## src/rtl/mult_pkg.sv

```systemverilog
// mult_pkg: shared widths, stage word layout and partial-product split helper
package mult_pkg;
  localparam int BW_DEFAULT = 16;
  localparam int PW = 2 * BW_DEFAULT;
  typedef struct packed {
    logic                  valid;
    logic                  signed_mode;
    logic [BW_DEFAULT-1:0] a;
    logic [BW_DEFAULT-1:0] b;
    logic [PW-1:0]         psum;
  } stage_word_t;
  function automatic int pps(input int bw, input int stages);
    return bw / stages;
  endfunction
endpackage

```

## src/rtl/pipelined_multiplier_pp_stage.sv

```systemverilog
// mult_pp_stage: adds PPS shifted partial products (bits FIRST_BIT.. of a) to a running sum
//   a_slice  in   PPS    multiplicand bits handled by this stage
//   b        in   BW     multiplier, zero-extended before shifting
//   psum_in  in   2*BW   running sum from the previous stage
//   psum_out out  2*BW   running sum including this stage's partial products
module mult_pp_stage #(
  parameter int BW = 16,
  parameter int PPS = 4,
  parameter int FIRST_BIT = 0
) (
  input  logic [PPS-1:0]  a_slice,
  input  logic [BW-1:0]   b,
  input  logic [2*BW-1:0] psum_in,
  output logic [2*BW-1:0] psum_out
);
  always_comb begin
    psum_out = psum_in;
    for (int j = 0; j < PPS; j++)
      psum_out = psum_out + (a_slice[j] ? ({{BW{1'b0}}, b} << (FIRST_BIT + j)) : '0);
  end
endmodule

```

## src/rtl/pipelined_multiplier.sv

```systemverilog
// pipelined_multiplier: STAGES-deep BW x BW signed/unsigned multiplier with valid/ready on both sides
//   CLK, RESETn (async, active-low)
//   in_valid/in_ready, A, B, signed_mode : operand side
//   out_valid/out_ready, out (2*BW)      : product side, out taken straight from the last stage register
//   acc_clr, acc_out (2*BW+8)            : running sum of delivered products, only with MULT_ACC_EN
module pipelined_multiplier
  import mult_pkg::*;
#(
  parameter int BW = BW_DEFAULT,
  parameter int STAGES = 4
) (
  input  logic            CLK,
  input  logic            RESETn,
  input  logic            in_valid,
  output logic            in_ready,
  input  logic [BW-1:0]   A,
  input  logic [BW-1:0]   B,
  input  logic            signed_mode,
  output logic            out_valid,
  input  logic            out_ready,
  output logic [2*BW-1:0] out
`ifdef MULT_ACC_EN
  ,
  input  logic            acc_clr,
  output logic [2*BW+7:0] acc_out
`endif
);
  localparam int PRODW = 2 * BW;
  localparam int NPP = pps(BW, STAGES);
  typedef struct packed {
    logic             valid;
    logic             sm;
    logic [BW-1:0]    a;
    logic [BW-1:0]    b;
    logic [PRODW-1:0] psum;
  } stage_t;
  stage_t stage_q [STAGES];
  stage_t stage_d [STAGES];
  stage_t src [STAGES];
  logic [PRODW-1:0] sum_out [STAGES];
  logic [PRODW-1:0] corr;
  logic adv;
  assign out_valid = stage_q[STAGES-1].valid;
  assign out = stage_q[STAGES-1].psum;
  assign adv = !out_valid || out_ready;
  assign in_ready = adv;
  always_comb begin
    src[0] = '{valid: in_valid, sm: signed_mode, a: A, b: B, psum: '0};
    for (int k = 1; k < STAGES; k++) src[k] = stage_q[k-1];
  end
  for (genvar k = 0; k < STAGES; k++) begin : g_stage
    mult_pp_stage #(.BW(BW), .PPS(NPP), .FIRST_BIT(k * NPP)) u_pp (
      .a_slice (src[k].a[k*NPP +: NPP]),
      .b       (src[k].b),
      .psum_in (src[k].psum),
      .psum_out(sum_out[k])
    );
  end
  // Two's-complement fix-up of the unsigned product: subtract the sign-bit weights (mod 2^(2*BW))
  always_comb begin
    corr = (src[STAGES-1].sm && src[STAGES-1].a[BW-1] ? {src[STAGES-1].b, {BW{1'b0}}} : '0)
         + (src[STAGES-1].sm && src[STAGES-1].b[BW-1] ? {src[STAGES-1].a, {BW{1'b0}}} : '0);
    for (int k = 0; k < STAGES; k++) begin
      stage_d[k] = src[k];
      stage_d[k].psum = sum_out[k];
    end
    stage_d[STAGES-1].psum = sum_out[STAGES-1] - corr;
  end
  always_ff @(posedge CLK or negedge RESETn) begin
    if (!RESETn) begin
      for (int k = 0; k < STAGES; k++) stage_q[k] <= '0;
    end else if (adv) begin
      for (int k = 0; k < STAGES; k++) stage_q[k] <= stage_d[k];
    end
  end
`ifdef MULT_ACC_EN
  logic [PRODW+7:0] acc_q, acc_d, prod_ext;
  // Clear has priority over the old value, so a coinciding transfer loads the product alone
  always_comb begin
    prod_ext = {{8{stage_q[STAGES-1].sm & out[PRODW-1]}}, out};
    acc_d = acc_clr ? '0 : acc_q;
    acc_d = (out_valid && out_ready) ? acc_d + prod_ext : acc_d;
  end
  always_ff @(posedge CLK or negedge RESETn) begin
    if (!RESETn) acc_q <= '0;
    else acc_q <= acc_d;
  end
  assign acc_out = acc_q;
`endif
endmodule

```

## config.mk

```make
export PLATFORM = sky130hd
export DESIGN_NAME = pipelined_multiplier
export DESIGN_NICKNAME = d
export VERILOG_FILES = /design/src/rtl/mult_pkg.sv /design/src/rtl/pipelined_multiplier_pp_stage.sv /design/src/rtl/pipelined_multiplier.sv
export SDC_FILE = /design/constraint.sdc
export NUM_CORES = 1
export LEC_CHECK = 0
export BUFFER_PORTS_ARGS = -buffer_cell sky130_fd_sc_hd__buf_4
export CORE_MARGIN = 3
export CORE_UTILIZATION = 40
export DETAILED_ROUTE_END_ITERATION = 10
export PLACE_DENSITY = 0.64
export SYNTH_ARGS = -nofsm -noshare
export SYNTH_HDL_FRONTEND = slang
export SYNTH_SLANG_ARGS = --single-unit
```

## constraint.sdc

```tcl
create_clock -name CLK -period 5.45 [get_ports CLK]
set_input_delay 0.2725 -clock CLK [delete_from_list [all_inputs] [get_ports CLK]]
set_output_delay 0.2725 -clock CLK [all_outputs]
set_load 0.01 [all_outputs]
```

==> results of run 1 <==
[per-layer routing]
metal	share of wire, %	GRT usage (%)	vias up	routed length [um]
li1	-	-	6821	-
met1	49	24.5	6777	19700
met2	47	29.3	200	18900
met3	3.0	1.90	58	1200
met4	1.7	4.14	0	698
met5	0	0	-	0
[kinds of logic (layout without fill, tap and decap cells)]
| logic type | count (synthesis) | after routing | share of synthesized area, % |
|---|---|---|---|
| fa+ha+maj | 329 | 329 | 30.5 |
| xor+xnor | 45 | 45 | 2.16 |
| buf+inv | 312 | 388 | 6.41 |
| simple gates | 904 | 904 | 21.7 |
| compound gates | 293 | 293 | 10.4 |
| flops | 210 | 210 | 28.7 |
| mux | 3 | 3 | 0.171 |
[sequential cells by signal, indices dropped and copies added (netlist names)]
name	flops
out	32
out_valid	1
src	177
[final cells by class]
class,count,area share (%)
Multi-Input combinational cell,1574,57.6
Sequential cell,210,25.5
Timing Repair Buffer,116,4.76
Inverter,226,4.14
Clock buffer,34,3.60
Tap cell,592,3.59
Clock inverter,12,0.850
[tightest hold or removal path, cell delays in order]
cell and delay (ns):
buf_4 0.18, nand2_1 0.07, nand2_1 0.05
[placed cells by master (no fill, tap or decap), drive strengths merged, types with 12 or more instances in the layout]
cell type / n
and2: 121
a211oi: 15
nand2: 602
nor2: 69
a21oi: 89
ha: 135
xnor2: 22
o21a: 14
o211ai: 13
o21ai: 63
and3: 13
a21o: 29
fa: 194
or3: 12
dlygate4sd3: 31
inv: 227
buf: 85
clkbuf: 34
nor3: 22
xor2: 23
nand3: 26
o31ai: 13
dfrtp: 210
[what timing repair did]
action / CTS / global route
setup buffers: 0 / 0
hold buffers: 31 / 0
hold endpoints to repair: 117 / 0
[per-stage QoR]
stage | cells | worst slack [ns]
5_1_grt | 2764 | 0.0653
4_1_cts | 2764 | 0.440
3_5_place_dp | 2687 | 0.454
2_1_floorplan | 2096 | 0.543
3_3_place_gp | 2687 | 0.563
6_report | 2764 | 0.379
[worst min-delay path by stage]
stage,end,slack [ns],cells past startpoint
after floorplan,out[0],-0.02,0
after global placement,out[9],0.31,1
after detailed placement,out[9],0.32,1
after CTS,src[182],0.04,3
after global routing,src[182],0.07,3
final,src[182],0.07,3
==> flow_summary_export.csv, run 1 <==
group,metric,value,unit
job,maxCapViolations,0,
detailed_routing,drt_iter0_drc,805,
clock_network,htreeDepth,1,
detailed_routing,antenna_left,0,
logic_synthesis,synth_top_area_share,28.7,%
logic_synthesis,synth_area_per_cell,8.72,um^2
setup_path,crit_type,"flop to flop",
place,place_area,19400,um^2
layout,multi_input_area,11900,um^2
floorplan,core,44700,um^2
detailed_routing,via_per_inst,5.01,
setup_path,critPathCaptureType,"flop",
setup_path,worst_r2r_path_depth,16,
place,dp_hpwl,30700,um
layout,final_cell_area,20600,um^2
timing,timing.hold.ws,0.0738,ns
layout,diodes,0,
setup_path,cp-start-kind,"flop",
setup_path,crit_fanout,13,
detailed_routing,remaining_drc_errors,0,
clock_network,numCtsBuffers,26,
timing,setup_viol,0,
layout,final_nets,2520,
place,finalWeightedCongestion,0.813,
status,run_status,"complete, no violations",
setup_path,cp.depth,16,
clock_network,cts_tree,"done",
global_route,grt_usage,17.5,%
setup_path,crit_end,"out[31]",
clock_network,clock_latency,0.54,ns
global_route,grt_pass1_vias,14500,
floorplan,die_height,220,um
logic_synthesis,synth_area_leaders,"dfrtp_1 (29%), fa_1 (21%), nand2_1 (12%)",
setup_path,reg2reg_slack,0.38,ns
layout,nFillCells,4392,
timing,worst_slew_pin_slew,0.942,ns
timing,final-max-slew-violation-count,0,
detailed_routing,drt_first_pass_iters,5,
logic_synthesis,synth.most_common_cell,"nand2_1",
clock_network,ctsRootBufferMaster,"clkbuf_16",
layout,drive_gt1_share,6.81,%
min_path,hold_class,"input pin to flop",
floorplan,ioPinCount,71,
clock_network,path_clk_slew,0.06,ns
timing,max_freq,0.197,GHz
setup_path,max_stage_delay,0.51,ns
layout,seqCellArea,5260,um^2
setup_path,r2r_start,"src[47]",
setup_path,crit_chain,"and2_1 > nand2_1 > fa_1 > fa_1 > fa_1 > inv_1 > fa_1 > inv_1 > ha_1 > and2_1 > and3_1 > a21o_1 > a221oi_1 > o21ai_0 > o21a_1 > o31a_1",
global_route,grt_overflow,0,
setup_path,cp.required,5.88,ns
detailed_routing,dr_total_vias,13900,
setup_path,cpMostUsedCell,"fa_1",
floorplan,rows,77,
detailed_routing,wl_per_cell,14.7,um
timing,finClkSkew,0.00894,ns
logic_synthesis,ys_seq_elements,210,
logic_synthesis,syn-instance-count,2096,
logic_synthesis,synth_edf_count,0,
floorplan,start_util,40.9,%
setup_path,critPathSlowestCell,"and2_1",
layout,area_growth_syn_to_layout,12.7,%
timing,rsz0062_at_grt,"no",
timing,slew_headroom,37.2,%
logic_synthesis,synth.distinct_cells,63,
clock_network,clockBufferDepth,3,
timing,fin_crit,5.07,ns
setup_path,crit_start,"src[47]",
floorplan,die_area,48300,um^2
logic_synthesis,synthesis.nets,2462,
logic_synthesis,synthArstFlopShare,100,%
place,port_buffers,70,
timing,hold_viol_final,0,
min_path,worstHoldStart,"A[2]",
logic_synthesis,yosysWarningCount,0,
global_route,antenna_found_initial,0,
setup_path,worst_r2r_endpoint,"out[31]",
timing,fin_crit_sh,93.0,%
layout,post-route-util,46.1,%
floorplan,die_x,220,um
timing,final.setup.tns,0,ns
logic_synthesis,ys_seq_area_share,28.7,%
setup_path,worstPathArrival,5.50,ns
global_route,grt_max_degree,218,
setup_path,critPathTopFamily,"adder cells",
global_route,grt_pass1_wl,70700,um
clock_network,cts_num_sinks,210,
logic_synthesis,syn_area,18300,um^2
setup_path,critPathBufInv,2,
logic_synthesis,synth_commonest_cells,"nand2_1 (602), inv_1 (225), dfrtp_1 (210)",
detailed_routing,routed_wl,40500,um
logic_synthesis,synth_top_area_cell,"dfrtp_1",
clock_network,cts_resized,0,
logic_synthesis,synth_ff_type,"dfrtp_1",
Power of run 1 is not shown: default switching activity piles up to over one toggle a cycle in this logic, so the estimate is an artifact.
==> run 2: changes to the inputs <==
CORE_UTILIZATION = 55   (was 40)
PLACE_DENSITY = 0.8   (was 0.64)
==> run 2 against run 1 <==
  * Critical path depth stayed put
  * Sequential share of layout area up 0.46 points
  * Via count grew 2.9%
  * Register-to-register slack got worse by 0.02 ns
  * Die area is 27% lower
  * Critical path type unchanged
  * Highest routed layer unchanged
  * Non-clock buffer count decreased by 5
  * Final cell count decreased by 5.8%
  * Setup slack got worse by 0.023 ns
  * Worst hold slack worse by 0.045 ns
  * Fmax shrank 0.45%
  * First-iteration DRC count down 0.62%
  * Clock skew up 0.0042 ns
==> flow_summary_export.csv, run 2 (synthesized netlist as in run 1, its figures left out) <==
group,metric,value,unit
layout,layout_common_cells,"nand2_1 (602), inv_1 (225), dfrtp_1 (210), fa_1 (194), ha_1 (135)",
detailed_routing,routed_wl,39900,um
setup_path,critPathSlowestCell,"fa_1",
layout,diodes,0,
clock_network,cts_tree,"done",
status,run_status,"complete, no violations",
detailed_routing,dr_total_vias,14300,
global_route,antenna_found_initial,0,
setup_path,critPathTopFamily,"adder cells",
clock_network,ctsRootBufferMaster,"clkbuf_16",
place,place_area,19200,um^2
layout,final_nets,2514,
timing,worst_slew_pin_slew,0.849,ns
clock_network,path_clk_slew,0.06,ns
floorplan,die_area,35500,um^2
floorplan,die_x,188,um
setup_path,worst_r2r_endpoint,"out[31]",
detailed_routing,via_per_inst,5.47,
timing,timing.hold.ws,0.0291,ns
min_path,hold-path-endpoint,"src[170]",
place,finalWeightedCongestion,0.880,
global_route,grt_usage,23.2,%
global_route,grt_max_degree,119,
timing,fin_crit,5.09,ns
setup_path,crit_type,"flop to flop",
timing,finClkSkew,0.0131,ns
clock_network,cts_setup_buffers,0,
clock_network,cts_num_sinks,210,
setup_path,cpMostUsedCell,"fa_1",
detailed_routing,wl_per_cell,15.3,um
clock_network,numCtsBuffers,25,
place,dp_hpwl,29700,um
layout,area_growth_syn_to_layout,10.8,%
global_route,grt_pass1_vias,14800,
setup_path,crit_chain,"and2_1 > nand2_1 > fa_1 > fa_1 > fa_1 > inv_1 > fa_1 > inv_1 > ha_1 > and2_1 > and3_1 > a21o_1 > a221oi_1 > o21ai_0 > o21a_1 > o31a_1",
layout,largest_reg_flops,177,
job,maxCapViolations,0,
detailed_routing,antenna_left,0,
clock_network,htreeDepth,1,
setup_path,worstPathArrival,5.51,ns
setup_path,critPathCaptureType,"flop",
layout,drive_gt1_share,6.43,%
layout,final_cell_area,20200,um^2
setup_path,cp.required,5.87,ns
global_route,grt_pass1_wl,69800,um
setup_path,r2r_start,"src[47]",
setup_path,worst_r2r_path_depth,16,
clock_network,clockBufferDepth,3,
clock_network,clock_latency,0.53,ns
floorplan,rows,66,
setup_path,max_stage_delay,0.53,ns
floorplan,start_util,56.0,%
setup_path,cp-start-kind,"flop",
setup_path,reg2reg_slack,0.36,ns
floorplan,core,32600,um^2
global_route,grt_overflow,0,
min_path,hold_depth,3,
floorplan,ioPinCount,71,
layout,final_common_cell,"nand2_1",
timing,final.setup.tns,0,ns
detailed_routing,remaining_drc_errors,0,
setup_path,critPathBufInv,2,
layout,post-route-util,62.1,%
detailed_routing,drt_iter0_drc,800,
floorplan,die_height,188,um
timing,rsz0062_at_grt,"no",
min_path,worstHoldStart,"B[6]",
setup_path,crit_fanout,15,
min_path,hold_class,"input pin to flop",
layout,nFillCells,2698,
timing,setup_viol,0,
timing,fin_crit_sh,93.5,%
timing,slew_headroom,43.4,%
timing,max_freq,0.196,GHz
timing,final-max-slew-violation-count,0,
timing,hold_viol_final,0,
detailed_routing,drt_first_pass_iters,5,
place,port_buffers,70,
==> run 2: metrics by stage <==
step                setup slack [ns]  cells
floorplan                      0.543   2096
global placement               0.556   2533
detailed placement             0.413   2533
CTS                            0.410   2605
global route                  0.0950   2605
finish                         0.356   2605
==> run 2: tightest hold or removal path, cell delays in order <==
cell     delay (ns)
buf_4          0.12
nand2_1        0.06
nand2_1        0.07
==> run 2: area by class of cell <==
class                           count  area, um^2  share of cell area (%)
Inverter                          226         853                    4.21
Clock inverter                      7        72.6                   0.358
Tap cell                          442         553                    2.73
Timing Repair Buffer              111         928                    4.58
Sequential cell                   210        5260                    26.0
Multi-Input combinational cell   1574       11900                    58.6
Clock buffer                       35         723                    3.57
==> run 2: worst max path at each step <==
stage / startpoint / end / slack [ns] / depth (start not counted)
2_1_floorplan: src[63] / out[31] / 0.54 / 19
5_1_grt: src[47] / out[31] / 0.09 / 16
3_5_place_dp: src[47] / out[31] / 0.41 / 16
4_1_cts: src[47] / out[31] / 0.41 / 16
6_report: src[47] / out[31] / 0.36 / 16
3_3_place_gp: src[47] / out[31] / 0.56 / 16
==> run 2: what timing repair did <==
item / 4_1_cts / 5_1_grt
hold buffers: 30 / 0
endpoints found under the hold margin: 121 / 0
resized for setup: 0 / 0
==> run 2: metal layers <==
layer	vias up	track usage, %	wire length (um)
met3	71	2.31	1670
met4	0	6.67	1080
met2	333	39.5	19200
met1	7053	32.0	17900
met5	-	0	0
li1	6801	-	-
Power of run 2 is left out for the same reason.
